[config.mk]
export PLATFORM = sky130hd
export DESIGN_NAME = fwd_hazard_ctrl_flat
export DESIGN_NICKNAME = d
export VERILOG_FILES = /design/src/rtl/fwd_hazard_ctrl_if.sv /design/src/rtl/fwd_hazard_ctrl.sv /design/src/flat_wrapper.sv
export SDC_FILE = /design/constraint.sdc
export NUM_CORES = 1
export LEC_CHECK = 0
export ABC_AREA = 1
export ABC_CLOCK_PERIOD_IN_PS = 1790
export CAP_MARGIN = 30
export CORE_MARGIN = 2
export CORE_UTILIZATION = 40
export CTS_BUF_LIST = sky130_fd_sc_hd__clkbuf_4 sky130_fd_sc_hd__clkbuf_8
export CTS_CLUSTER_DIAMETER = 30
export CTS_CLUSTER_SIZE = 24
export DETAILED_ROUTE_END_ITERATION = 12
export GPL_TIMING_DRIVEN = 0
export PLACE_DENSITY = 0.66
export SYNTH_ARGS = -nofsm -noshare
export SYNTH_HDL_FRONTEND = slang
export SYNTH_SLANG_ARGS = --single-unit
[constraint.sdc]
create_clock -name clk -period 1.79 [get_ports clk]
set_input_delay 0.358 -clock clk [delete_from_list [all_inputs] [get_ports clk]]
set_output_delay 0.358 -clock clk [all_outputs]
set_load 0.005 [all_outputs]
[src/rtl/fwd_hazard_ctrl_if.sv]
`default_nettype none
// ============================================================================
// Module      : fwd_hazard_ctrl_if
// Description : ID-stage request / forwarding-control bundle between the
//               pipeline front end (master) and fwd_hazard_ctrl (slave).
// Revision    : 1.0 - initial release
// ============================================================================
interface fwd_hazard_ctrl_if #(
    parameter int REG_AW = 4,
    parameter int CNT_W  = 16
);
    // Pipeline control
    logic              hold;
    logic              flush;
    // ID-stage instruction description
    logic              id_valid;
    logic [REG_AW-1:0] id_rs1;
    logic [REG_AW-1:0] id_rs2;
    logic              id_rs1_used;
    logic              id_rs2_used;
    logic [REG_AW-1:0] id_rd;
    logic              id_rd_we;
    logic              id_is_load;
    // Controller results
    logic              stall;
    logic [1:0]        fwd_sel_a;
    logic [1:0]        fwd_sel_b;
    logic [CNT_W-1:0]  stall_cnt;

    modport master (
        output hold, flush, id_valid, id_rs1, id_rs2, id_rs1_used, id_rs2_used,
               id_rd, id_rd_we, id_is_load,
        input  stall, fwd_sel_a, fwd_sel_b, stall_cnt
    );

    modport slave (
        input  hold, flush, id_valid, id_rs1, id_rs2, id_rs1_used, id_rs2_used,
               id_rd, id_rd_we, id_is_load,
        output stall, fwd_sel_a, fwd_sel_b, stall_cnt
    );
endinterface
`default_nettype wire

[src/rtl/fwd_hazard_ctrl.sv]
`default_nettype none
// ============================================================================
// Module      : fwd_hazard_ctrl
// Description : Operand forwarding select and load-use stall controller for
//               the 16-bit pipeline. Select codes are registered so they are
//               valid while the instruction sits in EX.
//               Codes: 00 reg-file, 10 EX/MEM result, 01 MEM/WB result.
// Revision    : 1.0 - initial release
// ============================================================================
module fwd_hazard_ctrl #(
    parameter int REG_AW   = 4,
    parameter int ZERO_REG = 1,
    parameter int CNT_W    = 16
) (
    input  wire logic         clk,
    input  wire logic         rst_n,
    fwd_hazard_ctrl_if.slave  bus
);

    localparam logic [1:0]       c_SEL_RF  = 2'b00;
    localparam logic [1:0]       c_SEL_EXM = 2'b10;
    localparam logic [1:0]       c_SEL_MWB = 2'b01;
    localparam logic [CNT_W-1:0] c_CNT_ONE = CNT_W'(1);

    // The WB slot contents are never consulted: selects are computed one
    // cycle ahead, so the instruction in MEM now is the MEM/WB source when
    // the consumer reaches EX. Only EX and MEM slots need storage.
    logic              r_ex_valid;
    logic [REG_AW-1:0] r_ex_rd;
    logic              r_ex_we;
    logic              r_ex_load;
    logic              r_mem_valid;
    logic [REG_AW-1:0] r_mem_rd;
    logic              r_mem_we;
    logic              r_mem_load;

    logic [1:0]        r_sel_a;
    logic [1:0]        r_sel_b;
    logic [CNT_W-1:0]  r_stall_cnt;

    logic              w_ex_wr_rs1;
    logic              w_ex_wr_rs2;
    logic              w_mem_wr_rs1;
    logic              w_mem_wr_rs2;
    logic              w_stall;
    logic              w_ex_fill;
    logic [1:0]        w_sel_a;
    logic [1:0]        w_sel_b;

    // True when a slot will write architectural register r (r0 excluded
    // when it is hardwired zero).
    function automatic logic f_writes(
        input logic              valid,
        input logic              we,
        input logic [REG_AW-1:0] rd,
        input logic [REG_AW-1:0] r
    );
        return valid && we && (rd == r) && !((ZERO_REG != 0) && (r == '0));
    endfunction

    // Select priority: younger non-load EX result first, then MEM result.
    function automatic logic [1:0] f_sel(
        input logic fill,
        input logic used,
        input logic ex_wr,
        input logic ex_load,
        input logic mem_wr
    );
        if (!fill || !used)        return c_SEL_RF;
        else if (ex_wr && !ex_load) return c_SEL_EXM;
        else if (mem_wr)           return c_SEL_MWB;
        else                       return c_SEL_RF;
    endfunction

    assign w_ex_wr_rs1  = f_writes(r_ex_valid,  r_ex_we,  r_ex_rd,  bus.id_rs1);
    assign w_ex_wr_rs2  = f_writes(r_ex_valid,  r_ex_we,  r_ex_rd,  bus.id_rs2);
    assign w_mem_wr_rs1 = f_writes(r_mem_valid, r_mem_we, r_mem_rd, bus.id_rs1);
    assign w_mem_wr_rs2 = f_writes(r_mem_valid, r_mem_we, r_mem_rd, bus.id_rs2);

    // Load in EX feeding a used source cannot be forwarded in time.
    assign w_stall = bus.id_valid && !bus.flush && r_ex_load &&
                     ((bus.id_rs1_used && w_ex_wr_rs1) ||
                      (bus.id_rs2_used && w_ex_wr_rs2));

    // A real instruction enters EX only if not flushed or stalled.
    assign w_ex_fill = bus.id_valid && !bus.flush && !w_stall;

    assign w_sel_a = f_sel(w_ex_fill, bus.id_rs1_used, w_ex_wr_rs1, r_ex_load, w_mem_wr_rs1);
    assign w_sel_b = f_sel(w_ex_fill, bus.id_rs2_used, w_ex_wr_rs2, r_ex_load, w_mem_wr_rs2);

    // Advance the slot pipeline and register the selects unless frozen.
    always_ff @(posedge clk or negedge rst_n) begin
        if (!rst_n) begin
            r_ex_valid  <= 1'b0;
            r_ex_rd     <= '0;
            r_ex_we     <= 1'b0;
            r_ex_load   <= 1'b0;
            r_mem_valid <= 1'b0;
            r_mem_rd    <= '0;
            r_mem_we    <= 1'b0;
            r_mem_load  <= 1'b0;
            r_sel_a     <= c_SEL_RF;
            r_sel_b     <= c_SEL_RF;
        end else if (!bus.hold) begin
            r_mem_valid <= r_ex_valid;
            r_mem_rd    <= r_ex_rd;
            r_mem_we    <= r_ex_we;
            r_mem_load  <= r_ex_load;
            r_ex_valid  <= w_ex_fill;
            r_ex_rd     <= bus.id_rd;
            r_ex_we     <= bus.id_rd_we;
            r_ex_load   <= bus.id_is_load;
            r_sel_a     <= w_sel_a;
            r_sel_b     <= w_sel_b;
        end
    end

    // Saturating count of cycles lost to load-use stalls.
    always_ff @(posedge clk or negedge rst_n) begin
        if (!rst_n) begin
            r_stall_cnt <= '0;
        end else if (!bus.hold && w_stall && (r_stall_cnt != '1)) begin
            r_stall_cnt <= r_stall_cnt + c_CNT_ONE;
        end
    end

    assign bus.stall     = w_stall;
    assign bus.fwd_sel_a = r_sel_a;
    assign bus.fwd_sel_b = r_sel_b;
    assign bus.stall_cnt = r_stall_cnt;

    // MEM load flag is carried for slot completeness only.
    logic w_unused;
    assign w_unused = r_mem_load;

endmodule
`default_nettype wire

[src/flat_wrapper.sv]
// flat-port wrapper written by rule: the top's interface ports become plain ports
module fwd_hazard_ctrl_flat 
#(
    parameter int REG_AW   = 4,
    parameter int ZERO_REG = 1,
    parameter int CNT_W    = 16
)
  (clk, rst_n, bus_hold, bus_flush, bus_id_valid, bus_id_rs1, bus_id_rs2, bus_id_rs1_used, bus_id_rs2_used, bus_id_rd, bus_id_rd_we, bus_id_is_load, bus_stall, bus_fwd_sel_a, bus_fwd_sel_b, bus_stall_cnt);
  fwd_hazard_ctrl_if #(.REG_AW(REG_AW), .CNT_W(CNT_W)) bus_i ();
  input  wire logic clk;
  input  wire logic rst_n;
  input wire logic [$bits(bus_i.hold)-1:0] bus_hold;
  input wire logic [$bits(bus_i.flush)-1:0] bus_flush;
  input wire logic [$bits(bus_i.id_valid)-1:0] bus_id_valid;
  input wire logic [$bits(bus_i.id_rs1)-1:0] bus_id_rs1;
  input wire logic [$bits(bus_i.id_rs2)-1:0] bus_id_rs2;
  input wire logic [$bits(bus_i.id_rs1_used)-1:0] bus_id_rs1_used;
  input wire logic [$bits(bus_i.id_rs2_used)-1:0] bus_id_rs2_used;
  input wire logic [$bits(bus_i.id_rd)-1:0] bus_id_rd;
  input wire logic [$bits(bus_i.id_rd_we)-1:0] bus_id_rd_we;
  input wire logic [$bits(bus_i.id_is_load)-1:0] bus_id_is_load;
  output wire logic [$bits(bus_i.stall)-1:0] bus_stall;
  output wire logic [$bits(bus_i.fwd_sel_a)-1:0] bus_fwd_sel_a;
  output wire logic [$bits(bus_i.fwd_sel_b)-1:0] bus_fwd_sel_b;
  output wire logic [$bits(bus_i.stall_cnt)-1:0] bus_stall_cnt;
  assign bus_i.hold = bus_hold;
  assign bus_i.flush = bus_flush;
  assign bus_i.id_valid = bus_id_valid;
  assign bus_i.id_rs1 = bus_id_rs1;
  assign bus_i.id_rs2 = bus_id_rs2;
  assign bus_i.id_rs1_used = bus_id_rs1_used;
  assign bus_i.id_rs2_used = bus_id_rs2_used;
  assign bus_i.id_rd = bus_id_rd;
  assign bus_i.id_rd_we = bus_id_rd_we;
  assign bus_i.id_is_load = bus_id_is_load;
  assign bus_stall = bus_i.stall;
  assign bus_fwd_sel_a = bus_i.fwd_sel_a;
  assign bus_fwd_sel_b = bus_i.fwd_sel_b;
  assign bus_stall_cnt = bus_i.stall_cnt;
  fwd_hazard_ctrl #(.REG_AW(REG_AW), .ZERO_REG(ZERO_REG), .CNT_W(CNT_W)) u_core (.clk(clk), .rst_n(rst_n), .bus(bus_i));
endmodule
==> metrics.txt, run 1 <==
# TYPE chip_impl_metric gauge
chip_impl_metric{name="reg2regPathDepth",unit=""} 15
chip_impl_metric{name="fin_util",unit="%"} 57.8
chip_impl_info{name="synth_most_common_cell",value="nand2_1"} 1
chip_impl_metric{name="chipHeight",unit="um"} 75.3
chip_impl_metric{name="clock_period_minus_worst_slack",unit="ns"} 1.95
chip_impl_metric{name="ant_nets",unit=""} 0
chip_impl_metric{name="grt_first_pass_wirelength",unit="um"} 8510
chip_impl_info{name="worst_hold_path_type",value="in2async"} 1
chip_impl_metric{name="drv_cap",unit=""} 0
chip_impl_metric{name="synthesis.nets",unit=""} 300
chip_impl_metric{name="synth.top_cell.area_share",unit="%"} 40.7
chip_impl_metric{name="drt_iter0_markers",unit=""} 130
chip_impl_metric{name="finalMaxSlewViolations",unit=""} 0
chip_impl_metric{name="post-layout-total-power",unit="mW"} 1.65
chip_impl_metric{name="antennaDiodeCount",unit=""} 0
chip_impl_metric{name="reg_clk_slew_reported_paths",unit="ns"} 0.07
chip_impl_info{name="crit-reg2reg-launch",value="u_core.r_ex_rd[1]"} 1
chip_impl_metric{name="worstSkewPairLatency",unit="ns"} 0.28
chip_impl_metric{name="hpwl",unit="um"} 3650
chip_impl_metric{name="synth-edff-count",unit=""} 0
chip_impl_info{name="top_layer_used",value="met4"} 1
chip_impl_metric{name="yosysSeqAreaShare",unit="%"} 40.7
chip_impl_metric{name="ctsHoldBuffers",unit=""} 0
chip_impl_metric{name="worst_slew_pin_slew",unit="ns"} 0.744
chip_impl_metric{name="yosys.cell_types.count",unit=""} 26
chip_impl_metric{name="vdd_drop_max",unit="mV"} 0.388
chip_impl_metric{name="pwr_density_cell",unit="nW/um2"} 592
chip_impl_info{name="clock_tree.root_cell",value="clkbuf_8"} 1
chip_impl_metric{name="ys_async_sr_fraction",unit="%"} 100
chip_impl_metric{name="met2RoutedLength",unit="um"} 2320
chip_impl_info{name="synth_top_flop_cell",value="dfrtp_1"} 1
chip_impl_metric{name="finalSetupViolations",unit=""} 3
chip_impl_info{name="setup.worst_path.end_class",value="primary output"} 1
chip_impl_info{name="worstReg2RegEnd",value="u_core.bus.fwd_sel_b[0]"} 1
chip_impl_info{name="synthDominantAreaCellType",value="dfrtp_1"} 1
chip_impl_metric{name="global_route.overflow_total",unit=""} 0
chip_impl_metric{name="tritoncts_num_sinks",unit=""} 33
chip_impl_info{name="synth_top_cells_by_area",value="dfrtp_1 (41%), nand2_1 (20%), nand4_1 (6.8%)"} 1
chip_impl_metric{name="final_net_count",unit=""} 365
chip_impl_info{name="violations_in_the_final_reports",value="negative setup slack"} 1
chip_impl_metric{name="worst_rel_slew_slack",unit="%"} 50.4
chip_impl_metric{name="post_synth_inst_count",unit=""} 278
chip_impl_metric{name="core.rowCount",unit=""} 25
chip_impl_metric{name="hold-worst-slack",unit="ns"} 0.139
chip_impl_metric{name="design.die.area",unit="um2"} 5660
chip_impl_metric{name="antenna_violations_before_repair",unit=""} 0
chip_impl_info{name="yosys-top-cells-count",value="nand2_1 (108), dfrtp_1 (33), inv_1 (25)"} 1
chip_impl_metric{name="timing.critical_path.required",unit="ns"} 1.43
chip_impl_metric{name="setup.reg_to_reg.worst_slack",unit="ns"} -0.07
chip_impl_metric{name="start_util",unit="%"} 42.2
chip_impl_metric{name="numCtsBuffers",unit=""} 5
chip_impl_info{name="rsz_0062_raised_after_global_routing",value="true"} 1
chip_impl_metric{name="maximum_fanout_along_the_worst_path",unit=""} 4
chip_impl_metric{name="drc_errors",unit=""} 0
chip_impl_metric{name="port_buffers",unit=""} 40
chip_impl_metric{name="fmaxAchievable",unit="MHz"} 512
chip_impl_metric{name="finalWeightedCongestion",unit=""} 0.926
chip_impl_metric{name="ctsLongestPathBuffers",unit=""} 2
chip_impl_metric{name="met3_length",unit="um"} 351
chip_impl_metric{name="avgSynthCellArea",unit="um2"} 7.30
chip_impl_metric{name="total_leakage_power",unit="nW"} 1.36
chip_impl_metric{name="dieWidth",unit="um"} 75.3
chip_impl_metric{name="synth.cell_area",unit="um2"} 2030
chip_impl_info{name="setup.worst_path.class",value="reg2out"} 1
chip_impl_metric{name="via_per_inst",unit=""} 4.83
chip_impl_metric{name="fp.coreArea",unit="um2"} 4820
chip_impl_metric{name="via_count",unit=""} 1986
chip_impl_metric{name="cts-htree-levels",unit=""} 2
chip_impl_metric{name="synth_warnings",unit=""} 0
chip_impl_metric{name="largest_net_degree_at_the_start_of_global_routing",unit=""} 34
chip_impl_metric{name="per_cell_routed_wire_length",unit="um"} 12.7
chip_impl_metric{name="layout-drive-gt1-share",unit="%"} 15.7
chip_impl_metric{name="synth_seq_cells",unit=""} 33
chip_impl_metric{name="worst_clk_skew",unit="ns"} 0.00735
chip_impl_metric{name="syn_to_final_growth",unit="%"} 37.1
chip_impl_metric{name="tcrit_tclk_final",unit="%"} 109
chip_impl_info{name="tritoncts_clock_tree",value="done"} 1
chip_impl_metric{name="grt_pass1_vias",unit=""} 1817
chip_impl_info{name="run_status",value="finished with violations"} 1
chip_impl_metric{name="place_worst_setup_slack",unit="ns"} -1.05
chip_impl_metric{name="grt.total_usage",unit="%"} 19.9
chip_impl_metric{name="critical_path_arrival",unit="ns"} 1.59
chip_impl_metric{name="hold_violations",unit=""} 0
chip_impl_metric{name="post-route-worst-setup-slack",unit="ns"} -0.162
chip_impl_metric{name="wire_length_the_detailed_router_placed_on_met1",unit="um"} 2490
chip_impl_metric{name="ios",unit=""} 42
chip_impl_metric{name="drt_wl_total",unit="um"} 5210
chip_impl_info{name="start_kind",value="flip-flop"} 1
chip_impl_metric{name="dr.pass1.iters",unit=""} 4
## metal layers
layer / vias up / global-route usage [%]
li1: 1026 / -
met1: 898 / 29.5
met2: 60 / 29.9
met3: 2 / 4.15
met4: 0 / 4.68
met5: - / 0
## registers in the layout (all words and copies together) (netlist names)
signal	cells
u_core.r_ex_we	1
u_core.r_mem_valid	1
u_core.r_ex_rd	4
u_core.r_mem_rd	4
u_core.bus.stall_cnt	16
u_core.r_ex_load	1
u_core.bus.fwd_sel_b	2
u_core.bus.fwd_sel_a	2
u_core.r_mem_we	1
u_core.r_ex_valid	1
## kinds of logic after synthesis
family,share of synthesized area (%)
xor gates and xnor gates,7.33
adders and majority gates,0.616
buffers and inverters,7.21
and+or+nand+nor,39.2
DFF,40.7
AOI/OAI and AO/OA,4.99
## per-stage QoR
step | area (um2) | TNS [ns] | cells
5_1_grt | 2780 | -1.35 | 411
6_report | 2780 | -0.243 | 411
3_3_place_gp | 2510 | -19.21 | 385
2_1_floorplan | 2030 | 0 | 278
3_5_place_dp | 2510 | -7.58 | 385
4_1_cts | 2710 | -0.175 | 405
## power breakdown
group          leakage [nW]  internal (mW)  switching, mW
Clock                0.0542          0.348          0.279
Combinational         0.865         0.0931          0.122
Sequential            0.441          0.775         0.0314
## what timing repair did
action / CTS / global route
gates resized for setup: 22 / 8
pin swaps: 4 / 5
setup buffers: 12 / 6
setup endpoints to repair: 11 / 13
## layout make-up
type	instances	area, um2
fill	476	2030
multi-input combinational	210	1090
sequential	33	826
timing repair buffer	58	526
inverter	27	101
clock buffer	7	96.3
tap	67	83.8
buffer	8	52.6
clock inverter	1	5.00
## worst max path at each step
stage	startpoint	to	slack, ns	cells past startpoint
floorplan	u_core.r_ex_rd[1]	bus_stall	0.19	8
global placement	bus_id_rs1[2]	bus_stall	-1.03	9
detailed placement	bus_id_rs1[3]	bus_stall	-1.05	9
CTS	u_core.r_ex_rd[2]	bus_stall	-0.16	9
global route	u_core.r_ex_rd[2]	bus_stall	-0.24	9
finish	u_core.r_ex_rd[1]	bus_stall	-0.16	9
## critical path, cell delays in order, from the launching register on
cell and delay (ns):
dfrtp_1 0.40, inv_2 0.09, nand2_2 0.04, nand2_1 0.05, nand2_1 0.05, nor2_2 0.14, nand3_2 0.13, a21oi_4 0.19
buf_6 0.12, buf_6 0.09
## cell usage in the layout (no fill, tap or decap)
cell and count:
buf_6 3, xor2_1 8, nor3_2 1, a21oi_4 1, nor2_2 2, nand3_4 1, clkbuf_1 3, clkdlybuf4s50_1 30
nand3_2 2, nand2_2 2, nand2_1 106, buf_2 4, xnor2_1 9, dfrtp_1 33, buf_8 1, a21oi_1 1
nand3b_1 2, clkbuf_8 7, o22ai_1 4, inv_2 6, ha_2 1, buf_4 17, inv_1 21, nand4_1 22
o211ai_1 2, nor2_4 3, nor2_1 21, nand2_4 1, clkinv_2 1, dlygate4sd2_1 8, nand3_1 8, nor3_1 4
o21ai_0 8, nand4_4 1
Power figures use the tool's default switching activity.
==> inputs of run 2 (changes only) <==
- CAP_MARGIN: 30 -> not set
==> results of run 2 <==
Same layout as run 1: the final DEF is identical, and so are final timing and power.
==> inputs of run 3 (changes only) <==
- CORE_MARGIN: 2 -> not set
- GPL_TIMING_DRIVEN: 0 -> not set
==> metrics.txt, run 3 (synthesized netlist as in run 1, its figures left out) <==
# TYPE chip_impl_metric gauge
chip_impl_info{name="run_status",value="finished with violations"} 1
chip_impl_info{name="violations_in_the_final_reports",value="negative setup slack"} 1
chip_impl_metric{name="met2RoutedLength",unit="um"} 2310
chip_impl_metric{name="wire_length_the_detailed_router_placed_on_met1",unit="um"} 2680
chip_impl_metric{name="setup.reg_to_reg.worst_slack",unit="ns"} 0.12
chip_impl_metric{name="reg2regPathDepth",unit=""} 9
chip_impl_metric{name="final_net_count",unit=""} 374
chip_impl_info{name="tritoncts_clock_tree",value="done"} 1
chip_impl_metric{name="met3_length",unit="um"} 209
chip_impl_metric{name="hpwl",unit="um"} 3910
chip_impl_metric{name="ios",unit=""} 42
chip_impl_metric{name="grt_first_pass_wirelength",unit="um"} 8810
chip_impl_metric{name="vdd_drop_max",unit="mV"} 0.338
chip_impl_metric{name="finalWeightedCongestion",unit=""} 0.965
chip_impl_info{name="layout_common_cells",value="nand2_1 (108), buf_4 (33), dfrtp_1 (33)"} 1
chip_impl_metric{name="largest_register_ff_count",unit=""} 16
chip_impl_metric{name="grt.total_usage",unit="%"} 21.5
chip_impl_metric{name="drv_cap",unit=""} 0
chip_impl_metric{name="tritoncts_num_sinks",unit=""} 33
chip_impl_metric{name="drt_iter0_markers",unit=""} 126
chip_impl_metric{name="setup-tns-final",unit="ns"} -0.116
chip_impl_metric{name="syn_to_final_growth",unit="%"} 41.2
chip_impl_info{name="start_kind",value="flip-flop"} 1
chip_impl_metric{name="dieWidth",unit="um"} 73.3
chip_impl_metric{name="ff_latch_area",unit="um2"} 826
chip_impl_metric{name="finalSetupViolations",unit=""} 1
chip_impl_metric{name="total_leakage_power",unit="nW"} 1.41
chip_impl_metric{name="layout-drive-gt1-share",unit="%"} 17.0
chip_impl_metric{name="post-route-worst-setup-slack",unit="ns"} -0.116
chip_impl_metric{name="worst_rel_slew_slack",unit="%"} 71.5
chip_impl_metric{name="fmaxAchievable",unit="MHz"} 525
chip_impl_metric{name="worst_clk_skew",unit="ns"} 0.00950
chip_impl_info{name="setup.worst_path.end_class",value="primary output"} 1
chip_impl_metric{name="timing.critical_path.required",unit="ns"} 1.43
chip_impl_metric{name="via_per_inst",unit=""} 4.86
chip_impl_info{name="clock_tree.root_cell",value="clkbuf_8"} 1
chip_impl_metric{name="reg_clk_slew_reported_paths",unit="ns"} 0.08
chip_impl_metric{name="ant_nets",unit=""} 0
chip_impl_metric{name="chipHeight",unit="um"} 73.3
chip_impl_metric{name="post-layout-total-power",unit="mW"} 1.77
chip_impl_metric{name="drt_wl_total",unit="um"} 5250
chip_impl_info{name="top_layer_used",value="met4"} 1
chip_impl_metric{name="core.rowCount",unit=""} 25
chip_impl_info{name="worst_hold_path_type",value="in2async"} 1
chip_impl_metric{name="design.die.area",unit="um2"} 5370
chip_impl_metric{name="multi_input_area",unit="um2"} 1100
chip_impl_metric{name="critical_path_arrival",unit="ns"} 1.55
chip_impl_metric{name="final.fill_count",unit=""} 482
chip_impl_metric{name="worstSkewPairLatency",unit="ns"} 0.28
chip_impl_metric{name="largest_net_degree_at_the_start_of_global_routing",unit=""} 34
chip_impl_info{name="rsz_0062_raised_after_global_routing",value="true"} 1
chip_impl_metric{name="global_route.overflow_total",unit=""} 0
chip_impl_metric{name="pwr_density_cell",unit="nW/um2"} 619
chip_impl_metric{name="dr.pass1.iters",unit=""} 4
chip_impl_metric{name="hold_violations",unit=""} 0
chip_impl_metric{name="tcrit_tclk_final",unit="%"} 106
chip_impl_metric{name="ctsLongestPathBuffers",unit=""} 2
chip_impl_metric{name="via_count",unit=""} 2042
chip_impl_metric{name="numCtsBuffers",unit=""} 5
chip_impl_metric{name="grt_pass1_vias",unit=""} 1909
chip_impl_metric{name="fp.coreArea",unit="um2"} 4820
chip_impl_info{name="worstReg2RegEnd",value="u_core.bus.stall_cnt[7]"} 1
chip_impl_info{name="setup.worst_path.class",value="reg2out"} 1
chip_impl_metric{name="worst_slew_pin_slew",unit="ns"} 0.428
chip_impl_metric{name="antennaDiodeCount",unit=""} 0
chip_impl_metric{name="antenna_violations_before_repair",unit=""} 0
chip_impl_metric{name="drc_errors",unit=""} 0
chip_impl_metric{name="clock_period_minus_worst_slack",unit="ns"} 1.91
chip_impl_metric{name="finalMaxSlewViolations",unit=""} 0
chip_impl_metric{name="port_buffers",unit=""} 41
chip_impl_metric{name="start_util",unit="%"} 42.2
chip_impl_info{name="crit-reg2reg-launch",value="u_core.bus.stall_cnt[1]"} 1
chip_impl_metric{name="per_cell_routed_wire_length",unit="um"} 12.5
chip_impl_info{name="layout_commonest_cell",value="nand2_1"} 1
chip_impl_metric{name="maximum_fanout_along_the_worst_path",unit=""} 3
chip_impl_metric{name="cts-htree-levels",unit=""} 2
chip_impl_info{name="cp-endpoint",value="bus_stall"} 1
chip_impl_info{name="startpoint",value="u_core.r_ex_rd[1]"} 1
[run 3: critical path, stage by stage, from the launching register on]
cell and delay, ns:
dfrtp_1 0.41, buf_4 0.13, nand2_1 0.04, nand2_1 0.06, nand2_1 0.05, nor2_2 0.15
nand3_2 0.12, a21oi_4 0.18, buf_2 0.13
[run 3: how the worst min path moves through the flow]
| stage | startpoint | to | slack, ns | depth (start not counted) |
|---|---|---|---|---|
| 2_1_floorplan | rst_n | u_core.bus.fwd_sel_a[0] | 0.06 | 0 |
| 3_3_place_gp | u_core.bus.fwd_sel_b[0] | u_core.bus.fwd_sel_b[0] | 0.48 | 2 |
| 3_5_place_dp | u_core.bus.fwd_sel_b[0] | u_core.bus.fwd_sel_b[0] | 0.47 | 2 |
| 4_1_cts | rst_n | u_core.r_mem_rd[3] | 0.50 | 2 |
| 5_1_grt | rst_n | u_core.r_ex_we | 0.52 | 2 |
| 6_report | rst_n | u_core.r_mem_rd[2] | 0.48 | 2 |
[run 3: stage by stage]
step	worst slack, ns	utilization (%)	hold slack, ns	cells	cell area, um2
6_report	-0.116	59.5	0.480	420	2870
5_1_grt	-0.217	59.5	0.519	420	2870
4_1_cts	-0.118	58.9	0.497	418	2840
3_5_place_dp	-0.676	56.5	0.471	410	2720
3_3_place_gp	-0.633	56.5	0.477	410	2720
2_1_floorplan	0.191	-	0.0624	278	2030
[run 3: power breakdown]
part           leakage [nW]  internal (mW)  switching, mW
Clock                0.0543          0.417          0.297
Combinational         0.917          0.127          0.127
Sequential            0.441          0.775         0.0324
Total                  1.41           1.32          0.457
[run 3: area by class of cell]
cell class              instances  share of cell area (%)
multi-input cells             211                    38.3
flip-flops and latches         33                    28.8
repair buffers                 74                    22.4
inverters                      27                    3.54
well taps                      67                    2.92
clock buffers                   5                    2.40
clock inverters                 3                    1.62
[run 3: routing by layer]
layer	vias up	GRT usage (%)
li1	1049	-
met1	940	31.7
met2	49	32.5
met3	4	3.16
met4	0	6.32
met5	-	0
[run 3: timing repair]
item,in CTS,in global routing
buffers inserted,0,1
resized for setup,19,2
endpoints found under the setup margin,17,17
pin swaps,3,2
hold buffers,0,0
gates cloned,0,1
endpoints found under the hold margin,0,0
